File: src/rtl/sp_pkg.sv
// sp_pkg: shared state encoding and default sizes for the spike-rate wordline encoder
package sp_pkg;
    typedef enum logic [1:0] {
        IDLE = 2'd0,
        RUN  = 2'd1,
        DONE = 2'd2
    } state_t;
    localparam int DEF_WIDTH = 32;
    localparam int DEF_N     = 8;
    localparam int DEF_LW    = 16;
endpackage

File: src/rtl/sp_phase_acc.sv
// sp_phase_acc: one-channel first-order phase accumulator; pulse is the registered carry-out
module sp_phase_acc #(
    parameter int N = 8
) (
    input  logic         clk,
    input  logic         rst,
    input  logic         clr,
    input  logic         en,
    input  logic [N-1:0] rate,
    output logic         pulse
);
    logic [N-1:0] acc;
    // accumulate while enabled; the carry of each add is the wordline pulse for the next cycle
    always_ff @(posedge clk) begin
        if (rst || clr) begin
            acc   <= '0;
            pulse <= 1'b0;
        end else if (en) begin
            {pulse, acc} <= {1'b0, acc} + {1'b0, rate};
        end else begin
            pulse <= 1'b0;
        end
    end
endmodule

File: src/rtl/sp_wl_encoder.sv
// sp_wl_encoder: spike-rate to wordline-pulse encoder with per-channel rate registers
module sp_wl_encoder
    import sp_pkg::*;
#(
    parameter int WIDTH = DEF_WIDTH,
    parameter int N     = DEF_N,
    parameter int LW    = DEF_LW
) (
    input  logic                     clk,
    input  logic                     rst,
    input  logic                     rate_valid,
    output logic                     rate_ready,
    input  logic [$clog2(WIDTH)-1:0] rate_ch,
    input  logic [N-1:0]             rate_val,
    input  logic                     start,
    input  logic [LW-1:0]            win_len,
    input  logic                     abort,
    output logic [WIDTH-1:0]         wlord,
    output logic                     busy,
    output logic                     done
);
    state_t        state;
    logic [N-1:0]  rate_q [WIDTH];
    logic [LW-1:0] cnt;
    logic [LW-1:0] win_len_q;
    logic          go;
    logic          run_en;

    assign rate_ready = (state == IDLE);
    assign busy       = (state == RUN);
    assign done       = (state == DONE);
    assign go         = start && (state == IDLE);
    // abort wins over the accumulate step so the aborting edge already clears wlord
    assign run_en     = (state == RUN) && !abort;

    // rate register file; out-of-range channels are accepted but dropped
    always_ff @(posedge clk) begin
        if (rst) begin
            for (int i = 0; i < WIDTH; i++) rate_q[i] <= '0;
        end else if (rate_valid && rate_ready && int'(rate_ch) < WIDTH) begin
            rate_q[rate_ch] <= rate_val;
        end
    end

    // window FSM and cycle counter
    always_ff @(posedge clk) begin
        if (rst) begin
            state     <= IDLE;
            cnt       <= '0;
            win_len_q <= '0;
        end else begin
            case (state)
                IDLE: if (start) begin
                    state     <= (win_len == '0) ? DONE : RUN;
                    cnt       <= '0;
                    win_len_q <= win_len;
                end
                RUN: if (abort) begin
                    state <= IDLE;
                end else begin
                    cnt   <= cnt + 1'b1;
                    state <= (cnt == win_len_q - 1'b1) ? DONE : RUN;
                end
                default: state <= IDLE;
            endcase
        end
    end

    for (genvar i = 0; i < WIDTH; i++) begin : g_ch
        sp_phase_acc #(.N(N)) u_acc (
            .clk   (clk),
            .rst   (rst),
            .clr   (go),
            .en    (run_en),
            .rate  (rate_q[i]),
            .pulse (wlord[i])
        );
    end
endmodule

File: config.mk
export PLATFORM = sky130hd
export DESIGN_NAME = sp_wl_encoder
export DESIGN_NICKNAME = d
export VERILOG_FILES = /design/src/rtl/sp_pkg.sv /design/src/rtl/sp_phase_acc.sv /design/src/rtl/sp_wl_encoder.sv
export SDC_FILE = /design/constraint.sdc
export NUM_CORES = 1
export LEC_CHECK = 0
export BUFFER_PORTS_ARGS = -buffer_cell sky130_fd_sc_hd__buf_2
export CORE_UTILIZATION = 45
export CTS_CLUSTER_SIZE = 16
export DETAILED_ROUTE_END_ITERATION = 16
export GPL_ROUTABILITY_DRIVEN = 1
export SLEW_MARGIN = 0
export SYNTH_ARGS = -nofsm -noshare
export SYNTH_HDL_FRONTEND = slang
export SYNTH_HIERARCHICAL = 1
export SYNTH_SLANG_ARGS = --single-unit
export TNS_END_PERCENT = 100
File: constraint.sdc
create_clock -name clk -period 6.48 [get_ports clk]
set_input_delay 0 -clock clk [delete_from_list [all_inputs] [get_ports clk]]
set_output_delay 0 -clock clk [all_outputs]
set_load 0.01 [all_outputs]
* Word level (Yosys, flattened, before mapping) *
Memory sizes are Yosys's and may differ from the RTL's.
Cells that the tools add are included.

storage, ports and cells
  flip-flop bits (word level) = 322
  RAM bits = 256
  bits of input ports = 34
  output and inout port bits = 35
  memories = 1

cells by class
  add/sub/neg operators = 34
  eq/ne operators = 5
  mux-type cells = 16
  bitwise logic cells = 1
  reductions and logical operators = 12

memories
  name    depth  width  read ports  clocked after Yosys merged registers in  write ports  line                 source
  rate_q  32     8      32          0                                        32           sp_wl_encoder.sv:23  logic [N-1:0] rate_q [WIDTH];

operators with widths
  kind                   count
  $add 8x8->9            32
  $mux 16                2
  $pmux 16 s2            1
  $add 16x1->16 const B  1
  $eq 16x16->1           1
  $logic_not 16->1       1
  $sub 16x1->16 const B  1
  $mux 2                 4
  $mux 8                 1
  $reduce_or 8->1        1
  $mux 1                 6
  $mux 5                 1
  $pmux 2 s2             1
  $logic_and 1x1->1      3
  $reduce_and 3->1       1
  $eq 2x1->1 const B     1
  $eq 2x2->1 const B     1
  $logic_not 2->1        1
  $ne 2x1->1 const B     1
  $ne 2x2->1 const B     1
  $reduce_and 2->1       1
  $reduce_bool 2->1      1
  $reduce_or 2->1        1
  $logic_not 1->1        1
  other kinds (2)        2

* Depth between registers and ports, before layout *
  word-level depth = 7
  mapped depth = 9

* Cells and area by module *
The synthesis kept the hierarchy.

modules (own cells, without submodules)
  module                            instances  cells each  area each (µm²)
  sp_phase_acc (g_ch[0].u_acc ...)  31         75          648.1
  sp_wl_encoder                     1          869         11741.3
  sp_phase_acc (g_ch[9].u_acc)      1          75          646.9

* Worst setup path before layout *
OpenSTA, ideal clock, no wires.

  kind = reg-to-reg
  start point = register state[0]
  end point = register g_ch[9].u_acc.acc[0]
  data arrival time = 4.604 ns
  data required time = 6.357 ns
  slack = 1.753 ns
  stages on the path, launching flop included = 6
  period minus slack after synthesis = 4.727 ns
  cells stage by stage = dfxtp_1 > nor2b_1 > and2b_1 > buf_2 > mux2i_1 > nor2_1

RTL lines
  element                 line                 source
  from (decl)             sp_wl_encoder.sv:22  state_t state;
  from (signal assigned)  sp_wl_encoder.sv:54  state <= (win_len == '0) ? DONE : RUN;
  from (signal assigned)  sp_wl_encoder.sv:62  state <= (cnt == win_len_q - 1'b1) ? DONE : RUN;
  $eq 2x1->1              n/a
  via busy                sp_wl_encoder.sv:19  output logic busy,
  $logic_and 1x1->1       sp_wl_encoder.sv:34  assign run_en = (state == RUN) && !abort;
  via run_en              sp_wl_encoder.sv:27  logic run_en;
  to (signal assigned)    sp_phase_acc.sv:19   {pulse, acc} <= {1'b0, acc} + {1'b0, rate};
  to (decl)               sp_phase_acc.sv:12   logic [N-1:0] acc;

The timed path passes the listed nets, and every way through them passes these cells.
A chain may end at the register's enable or synchronous reset.

* Worst setup path in the final report *
  start point = register state[0]
  end point = register g_ch[5].u_acc.acc[5]

RTL lines
  element               line
  $eq 2x1->1            sp_wl_encoder.sv:34
  $logic_and 1x1->1     sp_wl_encoder.sv:34
  via run_en            sp_wl_encoder.sv:27
  to (signal assigned)  sp_phase_acc.sv:19
  to (decl)             sp_phase_acc.sv:12

The timed path passes the listed nets, and every way through them passes these cells.

==> impl_metrics.csv <==
group,metric,value,unit
floorplanning,fp.dieW,271,µm
floorplanning,die_area,0.0733,mm²
power_and_ir_drop,totalPowerFinal,8.40,mW
synthesis,synth_area_leaders,"edfxtp_1, dfxtp_1, ha_1, and2_1, o21ai_0",
power_and_ir_drop,p_leak,14.2,nW
setup_path,slowest_delay,0.96,ns
cells_and_area,drive_gt1_share,11.4,%
cells_and_area,multi_input_comb_area,0.0178,mm²
placed_design,place.port_buffers,68,
cells_and_area,regArea,0.0141,mm²
run,maxCapViolations,0,
sta,fin_tns_setup,0,ns
sta,final.setup.worst_slack,3.40,ns
setup_path,cp_cell_sequence,"nor2b_1 -> and2b_4 -> buf_4 -> nand3_1 -> or3_1 -> nand3_1",
synthesis,ys_seq_area_share,43.5,%
setup_path,r2r_slack,3.40,ns
detailed_routing,drt_iter0_markers,1612,
detailed_routing,ant_nets,0,
setup_path,cp_max_fo,114,
cts,clock_path_buffers,3,
cells_and_area,fin_area,0.0361,mm²
sta,slew_headroom,27.4,%
run_status,status,"completed",
setup_path,start_kind,"flip-flop",
sta,grt_setup_unrepaired,"no",
synthesis,avgSynthCellArea,9.94,µm²
cells_and_area,fin_cells,4348,
synthesis,yosys.cell_types.count,55,
placed_design,place_ws,3.45,ns
setup_path,end_kind,"flip-flop",
sta,timing.final.crit_share,47.5,%
sta,finalHoldViolCount,0,
cts,insertion_delay,0.60,ns
floorplanning,initial_core_util,45.4,%
setup_path,critPathArrivalTime,3.62,ns
sta,setup_viol,0,
synthesis,synth_flop_cell,"dfxtp_1",
placed_design,place_hpwl,48400,µm
synthesis,syn_inst,3269,
global_routing,grt_usage,20.6,%
sta,period_needed,3.08,ns
sta,finalClockSkew,0.0150,ns
cts,numCtsBuffers,68,
placed_design,dpl.cell_count,4202,
setup_path,cp_slowest_cell,"buf_4",
synthesis,yosysTopAreaCell,"edfxtp_1",
synthesis,synth_edf_count,256,
detailed_routing,drt_wl_total,75700,µm
worst_hold_path,hp-start,"rst",
synthesis,synth_top_area_share,23.7,%
global_routing,grt_max_degree,144,
cts,cts-htree-levels,3,
cells_and_area,synthToLayoutAreaGrowth,11.1,%
setup_path,cp_common_cell,"nand3_1",
detailed_routing,num_vias,24500,
placed_design,detailed_place.area,0.0337,mm²
global_routing,grt_overflow_total,0,
sta,tightest_slew,1.09,ns
setup_path,critPathKind,"reg2reg",
cts,cts_hold_buffers,18,
synthesis,syn_area,0.0325,mm²
global_routing,grt_pass1_wl,123000,µm
cts,cts_setup_buffers,0,
setup_path,cp_top_family,"simple AND/OR/NAND/NOR gates",
sta,timing.hold.ws,0.138,ns
cts,cts.clk_slew.worst_paths,0.06,ns
power_and_ir_drop,vdd_ir_drop_max,0.178,mV
detailed_routing,viasPerCell,5.64,
sta,fmax,0.325,GHz
floorplanning,io_pins,69,
setup_path,cp_num_buf_inv,1,
setup_path,cp_data_required_time,7.02,ns
setup_path,r2r_start,"state[0]",
cts,cts.sinks,578,
global_routing,antenna_found_initial,4,
power_and_ir_drop,powerDensity,233,mW/mm²
cts,ctsResizeCount,0,
cells_and_area,fillers,6417,
cts,cts_tree,"yes",
cts,cts-root-buf,"clkbuf_16",
cells_and_area,final_util,50.5,%
floorplanning,die_h,271,µm
floorplanning,core,0.0715,mm²
floorplanning,row_count,98,
synthesis,synth_nets,3593,
detailed_routing,drc_errors,0,
synthesis,synth_seq_cells,578,
synthesis,synth_async_sr_flop_share,0,%
worst_hold_path,min_path_type,"in2reg",
placed_design,gp_congestion,0.871,
synthesis,synth_warnings,6,
detailed_routing,firstDrtPassIters,6,
cells_and_area,layout.nets,3664,
setup_path,crit_start,"state[0]",
detailed_routing,wl_per_cell,17.4,µm
sta,drv_slew,0,
global_routing,grt_pass1_vias,24000,
[kinds of logic after synthesis]
kind of cell | after synthesis | synth area share (%)
flip-flops | 578 | 43.5
adder cells (fa/ha/maj) | 290 | 11.9
AO/OA/AOI/OAI | 843 | 16.8
buffers and inverters | 139 | 1.73
AND/OR/NAND/NOR | 1292 | 22.4
XOR/XNOR | 62 | 1.67
multiplexers | 65 | 2.00
[state kept, by name, indices dropped and copies added (netlist names)]
name / cells
rate_q: 256
g_ch.u_acc/acc: 256
cnt: 16
state: 2
win_len_q: 16
g_ch.u_acc/pulse: 32
[routing by layer]
layer,track usage (%),up-vias,wire length (µm)
met5,0,-,41
li1,-,12200,-
met4,7.24,6,2170
met1,27.2,11700,35000
met2,34.2,469,35200
met3,2.95,145,3230
[cell usage in the layout, fill, tap and decap left out, drive strengths merged, types with 5 or more instances in the layout]
cell type and n:
a211o 32, a211oi 130, a21o 33, a21oi 248
and2 258, and3 37, and4b 32, buf 85
bufinv 5, clkbuf 88, clkinv 26, dfxtp 322
dlygate4sd3 18, edfxtp 256, fa 32, ha 258
inv 42, mux2i 65, nand2 111, nand2b 69
nand3 171, nand3b 104, nand4 6, nor2 282
nor3 8, nor3b 64, nor4 7, o211ai 65
o21a 33, o21ai 261, o21bai 32, or2 64
or3 69, xnor2 45, xor2 17
[worst register-to-register path: cells and delay by family (launching register included)]
family / cells / cell delay [ns]
simple gates: 5 / 1.62
flops: 1 / 0.43
buf+inv: 1 / 0.97
[synthesized netlist by cell type (2+ instances only)]
cell,n
o21ai_1,3
o211ai_1,65
nor3_1,6
a211oi_1,98
a21oi_1,216
nand2_1,111
nand4_1,6
or2_2,64
o21ai_0,258
nand3_1,171
and3_2,31
and2_1,257
inv_1,36
or3b_2,3
clkbuf_1,69
a211oi_2,32
nand2b_1,69
nor2b_1,2
a21o_2,32
buf_2,32
or3_1,69
a31oi_1,3
and3_1,6
xor2_1,17
xnor2_1,45
nor4_1,7
o21bai_1,32
edfxtp_1,256
o21a_1,33
nor3_2,2
mux2i_1,65
nor3b_1,64
dfxtp_1,322
ha_1,258
a21oi_2,32
nor2_1,282
a211o_1,32
fa_1,32
nand3b_1,104
and4b_1,32
[report_power, final]
part | leakage [nW] | internal (mW) | switching (mW) | total (mW)
Clock | 1.07 | 2.21 | 1.53 | 3.75
Sequential | 5.27 | 3.89 | 0.0595 | 3.95
Combinational | 7.85 | 0.246 | 0.449 | 0.695
[worst paths after layout]
check | end | cells after the start
worst max register to register | g_ch[5].u_acc/acc[5] | 6
worst min-delay path | g_ch[17].u_acc/acc[3] | 3
worst min register to register | g_ch[25].u_acc/acc[4] | 2
worst max-delay path | g_ch[5].u_acc/acc[5] | 6
[layout make-up]
| type | count | area share [%] |
|---|---|---|
| Inverter | 37 | 0.388 |
| Sequential cell | 578 | 39.2 |
| Clock buffer | 88 | 5.09 |
| Multi-Input combinational cell | 2552 | 49.3 |
| Tap cell | 950 | 3.29 |
| Clock inverter | 38 | 0.936 |
| Timing Repair Buffer | 103 | 1.84 |
| Antenna cell | 2 | 0.0139 |
No activity file was read; power rests on OpenSTA's default activity.
